**config.mk**
```make
export PLATFORM = sky130hd
export DESIGN_NAME = regfile_dp
export DESIGN_NICKNAME = d
export VERILOG_FILES = /design/src/rtl/regfile_dp.sv
export SDC_FILE = /design/constraint.sdc
export NUM_CORES = 2
export LEC_CHECK = 0
export ABC_AREA = 1
export CAP_MARGIN = 20
export CORE_UTILIZATION = 35
export CTS_CLUSTER_DIAMETER = 200
export DETAILED_ROUTE_END_ITERATION = 6
export HOLD_SLACK_MARGIN = 0.02
export PLACE_DENSITY = 0.56
export SLEW_MARGIN = 20
export SYNTH_ARGS = -nofsm -noshare
export SYNTH_HDL_FRONTEND = slang
export SYNTH_SLANG_ARGS = --single-unit
```
**constraint.sdc**
```tcl
create_clock -name clk -period 2 [get_ports clk]
set_input_delay 0.4 -clock clk [delete_from_list [all_inputs] [get_ports clk]]
set_output_delay 0.4 -clock clk [all_outputs]
set_load 0.01 [all_outputs]
```
**src/rtl/regfile_dp.sv**
```systemverilog
// ============================================================================
// regfile_dp: dual-write / triple-read ARM register file with PC substitution
//             and a handshaked debug dump engine.   Revision: 1.0
// ============================================================================
`default_nettype none

module regfile_dp #(
  parameter int DATA_W = 32,
  parameter int NREGS  = 16,
  parameter int BYPASS = 0,
  parameter int AW     = $clog2(NREGS)
) (
  input  logic              clk,
  input  logic              reset,
  input  logic [AW-1:0]     ra1,
  input  logic [AW-1:0]     ra2,
  input  logic [AW-1:0]     ra3,
  output logic [DATA_W-1:0] rd1,
  output logic [DATA_W-1:0] rd2,
  output logic [DATA_W-1:0] rd3,
  input  logic [DATA_W-1:0] r15,
  input  logic              we3,
  input  logic [AW-1:0]     wa3,
  input  logic [DATA_W-1:0] wd3,
  input  logic              we4,
  input  logic [AW-1:0]     wa4,
  input  logic [DATA_W-1:0] wd4,
  input  logic              dbg_start,
  output logic              dbg_valid,
  input  logic              dbg_ready,
  output logic [AW-1:0]     dbg_idx,
  output logic [DATA_W-1:0] dbg_data,
  output logic              dbg_busy,
  output logic              dbg_done
);

  localparam logic [AW-1:0] PC_IDX   = AW'(NREGS - 1);
  localparam logic [AW-1:0] LAST_IDX = AW'(NREGS - 2);

  typedef enum logic [1:0] {
    IDLE = 2'd0,
    SEND = 2'd1,
    DONE = 2'd2
  } state_t;

  logic [DATA_W-1:0] regs_q [NREGS-1];
  logic [DATA_W-1:0] regs_d [NREGS-1];

  state_t            state_q, state_d;
  logic [AW-1:0]     idx_q, idx_d;
  logic [DATA_W-1:0] data_q, data_d;

  // Port B is applied first so that port A overwrites it on an address clash.
  always_comb begin
    regs_d = regs_q;
    if (we4 && (wa4 != PC_IDX)) begin
      regs_d[wa4] = wd4;
    end
    if (we3 && (wa3 != PC_IDX)) begin
      regs_d[wa3] = wd3;
    end
  end

  for (genvar p = 0; p < 3; p++) begin : g_rd
    logic [AW-1:0]     addr;
    logic [DATA_W-1:0] val;

    assign addr = (p == 0) ? ra1 : ((p == 1) ? ra2 : ra3);

    always_comb begin
      val = '0;
      if (addr == PC_IDX) begin
        val = r15;
      end else if ((BYPASS != 0) && we3 && (wa3 == addr)) begin
        val = wd3;
      end else if ((BYPASS != 0) && we4 && (wa4 == addr)) begin
        val = wd4;
      end else begin
        val = regs_q[addr];
      end
    end
  end

  assign rd1 = g_rd[0].val;
  assign rd2 = g_rd[1].val;
  assign rd3 = g_rd[2].val;

  // Beats are loaded from regs_q, so a write landing on the load edge is excluded.
  always_comb begin
    state_d = state_q;
    idx_d   = idx_q;
    data_d  = data_q;
    case (state_q)
      IDLE: begin
        if (dbg_start) begin
          state_d = SEND;
          idx_d   = '0;
          data_d  = regs_q[0];
        end
      end
      SEND: begin
        if (dbg_ready) begin
          if (idx_q < LAST_IDX) begin
            idx_d  = idx_q + AW'(1);
            data_d = regs_q[idx_q + AW'(1)];
          end else begin
            state_d = DONE;
          end
        end
      end
      DONE: begin
        state_d = IDLE;
      end
      default: begin
        state_d = IDLE;
      end
    endcase
  end

  always_ff @(posedge clk) begin
    if (!reset) begin
      for (int i = 0; i < NREGS - 1; i++) begin
        regs_q[i] <= '0;
      end
      state_q <= IDLE;
      idx_q   <= '0;
      data_q  <= '0;
    end else begin
      regs_q  <= regs_d;
      state_q <= state_d;
      idx_q   <= idx_d;
      data_q  <= data_d;
    end
  end

  assign dbg_valid = (state_q == SEND);
  assign dbg_busy  = (state_q != IDLE);
  assign dbg_done  = (state_q == DONE);
  assign dbg_idx   = idx_q;
  assign dbg_data  = data_q;

endmodule

`default_nettype wire

```
[Yosys cells after proc, flatten, opt, wreduce, memory -nomap -nowiden]
Index checks and enable logic that the tools add are counted.
Cells by class
  $add $sub $neg: 1
  $lt $le $gt $ge: 9
  equal/unequal tests: 11
  muxes and demuxes: 35
  bitwise operators: 6
  reductions and logical operators: 9
Operators by type and width (number)
  480-bit bitwise mux: 2
  480-bit two-way mux: 2
  32-bit binary-select mux with 4-bit select: 4
  32-bit two-way mux: 16
  32-bit demux with 4-bit select: 2
  32-bit one-hot mux with 2 select lines: 1
  5-bit >= comparator, second input constant: 6
  4-bit inverter with 5-bit output: 6
  4-bit equality test, second input constant: 3
  4-bit two-way mux: 3
  5-bit by 1-bit < comparator with 1-bit output, second input constant: 2
  4-bit inequality test, second input constant: 2
  4-bit one-hot mux with 2 select lines: 1
  2-bit two-way mux: 3
  4-bit by 1-bit adder with 4-bit output, second input constant: 1
  1-bit logical AND: 4
  4-bit < comparator, second input constant: 1
  2-bit by 1-bit inequality test with 1-bit output, second input constant: 2
  2-bit inequality test, second input constant: 2
  2-bit one-hot mux with 2 select lines: 1
  4-bit AND reduction: 1
  2-bit nonzero test: 2
  3-bit AND reduction: 1
  2-bit by 1-bit equality test with 1-bit output, second input constant: 1
  2 further kinds: 2
Word-level totals
  flip-flop bits (word level): 518
  input bits: 122
  output and inout port bits: 135
  logic and storage cells: 89

[Longest topological paths before layout]
  depth after elaboration: 9
  mapped depth: 12
  mapped depth without buffers: 10

[Worst setup path after synthesis]
Ideal clock, no wire load.
  kind: input port to output port
  start: in ra3[0]
  end: out rd3[10]
  data arrival time: 1.547 ns
  data required time: 1.600 ns
  slack: 0.053 ns
  cell stages on the path: 11
  path buffers: 4
  cells stage by stage: buf_4 -> inv_2 -> buf_4 -> nand2_2 -> inv_1 -> buf_4 -> buf_2 -> nand2_1 -> o2111ai_1 -> nand3_1 -> nand3_1
On the way
  cells in the longest elaborated chain, start to end: 5
  elaborated cells on any way between the ends: 6
  those cells by class: eq/ne (1); mux (4); bitwise (1)
RTL lines
  start, declared: RTL line 17  | input logic [AW-1:0] ra3,
  4-bit inverter with 5-bit output (implied by the code): RTL line 79  | val = regs_q[addr];
  32-bit binary-select mux with 4-bit select: RTL line 79
  32-bit two-way mux (implied by the code) (2 in a row): RTL line 79
  32-bit two-way mux (*): RTL line 72  | if (addr == PC_IDX) begin
  end, declared: RTL line 20  | output logic [DATA_W-1:0] rd3,
Every way passes the cells marked *; elsewhere a longest branch is shown, timed or not. The select of a mux whose other input is x is not followed.

[Worst setup path after layout]
  start: reg regs_q[88] (netlist bit)
  end: out rd1[24]
On the way
  cells in the longest elaborated chain, start to end: 4
RTL lines
  start, declared: RTL line 46  | logic [DATA_W-1:0] regs_q [NREGS-1];
  start signal, assigned: RTL line 129  | regs_q <= regs_d;
  32-bit binary-select mux with 4-bit select: RTL line 79
  32-bit two-way mux (implied by the code) (2 in a row): RTL line 79
  32-bit two-way mux: RTL line 72
  end, declared: RTL line 18  | output logic [DATA_W-1:0] rd1,
No other way between the ends. The select of a mux whose other input is x is not followed.

==> run_results.csv <==
group,metric,value,unit
placed_design,dp_hpwl,175.1,mm
sta,whs,300.0,ps
synth,synthSimpleGateAreaFrac,25.94,%
sta,max_freq,399.5,MHz
pwr,combPwrFrac,31.9,%
synth,ys_warn_count,0,
pwr,pwr-share-seq,30.4,%
pwr,total_power,36.32,mW
min_path,hold_path.class,"in2reg",
synth,synth_xor_area_share,0.05927,%
synth,synth_top_area_share,24.56,%
synth,synthAdderAreaFrac,0.02964,%
placed_design,place_congestion,1.031,
clocking,cts_tree,"done",
synth,yosys_most_used_dff,"dfxtp_1",
sta,drv_slew,0,
synth,synth_most_common_cell,"nand2_1",
placed_design,preCtsSetupSlack,-855.4,ps
critical_path,path_max_fanout,3,
routing,drt-total-wl,266.6,mm
synth,synthTopCellsByArea,"dfxtp_1 (25%), nand2_1 (18%), o21ai_0 (12%)",
synth,ys_seq_area_share,24.56,%
cells_and_area,final_nets,8144,
global_routing,grt_antenna_before_repair,5,
clocking,clock-sinks,518,
sta,period_share,125.2,%
synth,synth_area,42220,µm²
routing,wire_per_inst,27.52,µm
sta,finalSetupTns,-24680,ps
pwr,p_leak,27.04,nW
pwr,swShare,36.63,%
critical_path,arrival,2100,ps
sta,hold_violations,0,
critical_path,critPathRequiredTime,1600,ps
clocking,cts.path.max_buffers,3,
floorplanning,start_util,35.24,%
synth,syn_inst,7421,
cells_and_area,drive_gt1_share,25.75,%
status,violations,"DRC, setup timing",
placed_design,postPlaceCellArea,53110,µm²
run,cap_violations,0,
synth,synth_top_area_cell,"dfxtp_1",
cells_and_area,syn_to_final_growth,42.79,%
global_routing,grt_pass1_wl,363.0,mm
critical_path,end_kind,"primary output",
clocking,clk_latency,700,ps
routing,ant_nets,0,
global_routing,grt_pass1_vias,52130,
critical_path,critPathKind,"reg2out",
pwr,power.switching,13.30,mW
synth,muxShareOfSynthArea,0,%
pwr,p_int,23.01,mW
routing,via_count,58760,
sta,period_needed,2503,ps
global_routing,grt_max_degree,87,
floorplanning,chipWidth,349.3,µm
synth,postSynthAreaPerCell,5.689,µm²
floorplanning,dieArea,122000,µm²
sta,fin_worst_skew,45.56,ps
sta,tightest_slew,618.3,ps
global_routing,grt_usage,40.39,%
sta,fin_ws,-503.1,ps
cells_and_area,postLayoutCoreUtil,50.31,%
clocking,cts_root_buf,"clkbuf_16",
sta,rsz0062_at_grt,"true",
synth,ys_ff_latch,518,
synth,synth_edf_count,0,
synth,synth_top_family_by_area,"compound AO/OA/AOI/OAI gates",
clocking,clk_pin_slew,60,ps
routing,drt-pass1-iter-count,7,
synth,synthArstFlopShare,0,%
status,status,"complete, but fails checks",
routing,drt-initial-drc-count,8968,
pwr,powerDensity,602.5,nW/µm²
floorplanning,fp-row-count,127,
pwr,ir_drop,0.0006984,V
synth,synth_common_cells,"nand2_1 (1971), o21ai_0 (1053), inv_1 (1025)",
cells_and_area,final_cell_area,60280,µm²
global_routing,grt_overflow,0,
pwr,clockPowerShare,37.7,%
sta,setup_viol,115,
synth,synth_cell_types,32,
cells_and_area,fin_cells,9690,
floorplanning,die_height,349.3,µm
routing,drc_errors,2,
clocking,numCtsBuffers,71,
synth,syn-num-nets,7544,
floorplanning,coreArea,119800,µm²
placed_design,port_buffers,256,
synth,synth-compound-area-share,33.30,%
clocking,htreeDepth,3,
placed_design,dp.cells,9433,
sta,relSlewSlack,58.60,%
routing,viasPerCell,6.064,
floorplanning,io_pins,257,
critical_path,critPathLaunchType,"flip-flop",
[power groups by stage]
| stage | sequential (mW) | clock (mW) | combinational [mW] |
|---|---|---|---|
| after global placement | 11.2 | 0 | 9.50 |
| after floorplan | 11.2 | 0 | 4.55 |
| after global routing | 11.1 | 14.1 | 11.9 |
| after detailed placement | 11.2 | 0 | 9.55 |
| final | 11.0 | 13.7 | 11.6 |
| after CTS | 11.0 | 13.7 | 9.92 |
[final cells by class]
class / count / area [µm²]
Tap cell: 1612 / 2017
Clock buffer: 95 / 2059
Sequential cell: 518 / 10600
Fill cell: 12230 / 59530
Timing Repair Buffer: 1202 / 13610
Antenna cell: 5 / 12.51
Timing Repair inverter: 2 / 25.02
Multi-Input combinational cell: 5180 / 27540
Inverter: 1046 / 4076
Clock inverter: 30 / 340.3
[placed cells by master, fill, tap and decap left out, types with 15 or more instances in the layout]
cell type           n
inv_1             833
clkbuf_16          96
nand3_4            23
buf_12            241
nand2_2           110
inv_4              32
nor2_4             27
o2111ai_1         151
dfxtp_4            21
dfxtp_1           378
o221ai_2           42
o21ai_1           416
dfxtp_2           119
o21ai_0           800
nand3_1           390
o211ai_1          217
o221ai_1           61
clkbuf_8           15
o21ai_2            34
nand2_1          1856
buf_6             141
nor2_1             80
a21oi_2           121
a21oi_1           645
dlygate4sd2_1      18
inv_2             171
clkinv_2           18
buf_4             610
buf_2              18
nand3_2           148
clkdlybuf4s50_1   125
[repair_timing]
item                       4_1_cts  5_1_grt
buffers inserted                48       58
gates cloned                     1       27
hold buffers                     0        0
pin swaps                      171      309
resized for setup             1157      629
setup endpoints to repair      123      124
[critical path, stage by stage (launching register included)]
cell and delay (ps):
dfxtp_2 350, inv_2 50, a21oi_2 120, o21ai_1 70, o21ai_1 100, nand2_1 80, nand2_1 60, nand2_1 40
o211ai_1 280, buf_2 250
[layer usage]
metal	vias to the layer above	track usage [%]	share of wire, %
met5	-	0	0.028
met4	10	27.60	8.2
met3	1206	10.99	14
met2	4721	58.80	40
met1	26950	51.62	37
li1	25880	-	-
[path summary, 6_finish.rpt]
path / cells after the start / end / from / slack, ps
max: 9 / rd1[24] / regs_q[88] / -500
min: 5 / regs_q[183] / reset / 300
max reg2reg: 11 / dbg_data[18] / dbg_idx[0] / -130
min reg2reg: 2 / dbg_data[18] / dbg_data[18] / 460
[registers in the layout (all words and copies together), names as in the netlist]
| signal | cells |
|---|---|
| state_q | 2 |
| regs_q | 480 |
| dbg_data | 32 |
| dbg_idx | 4 |
[cells by family after synthesis]
kind of cell             after synthesis
flip-flops                           518
AND/OR/NAND/NOR                     2673
AO/OA/AOI/OAI                       2504
XOR/XNOR                               2
buffers and inverters               1723
adder cells (fa/ha/maj)                1
No activity file was read; power rests on OpenSTA's default activity.
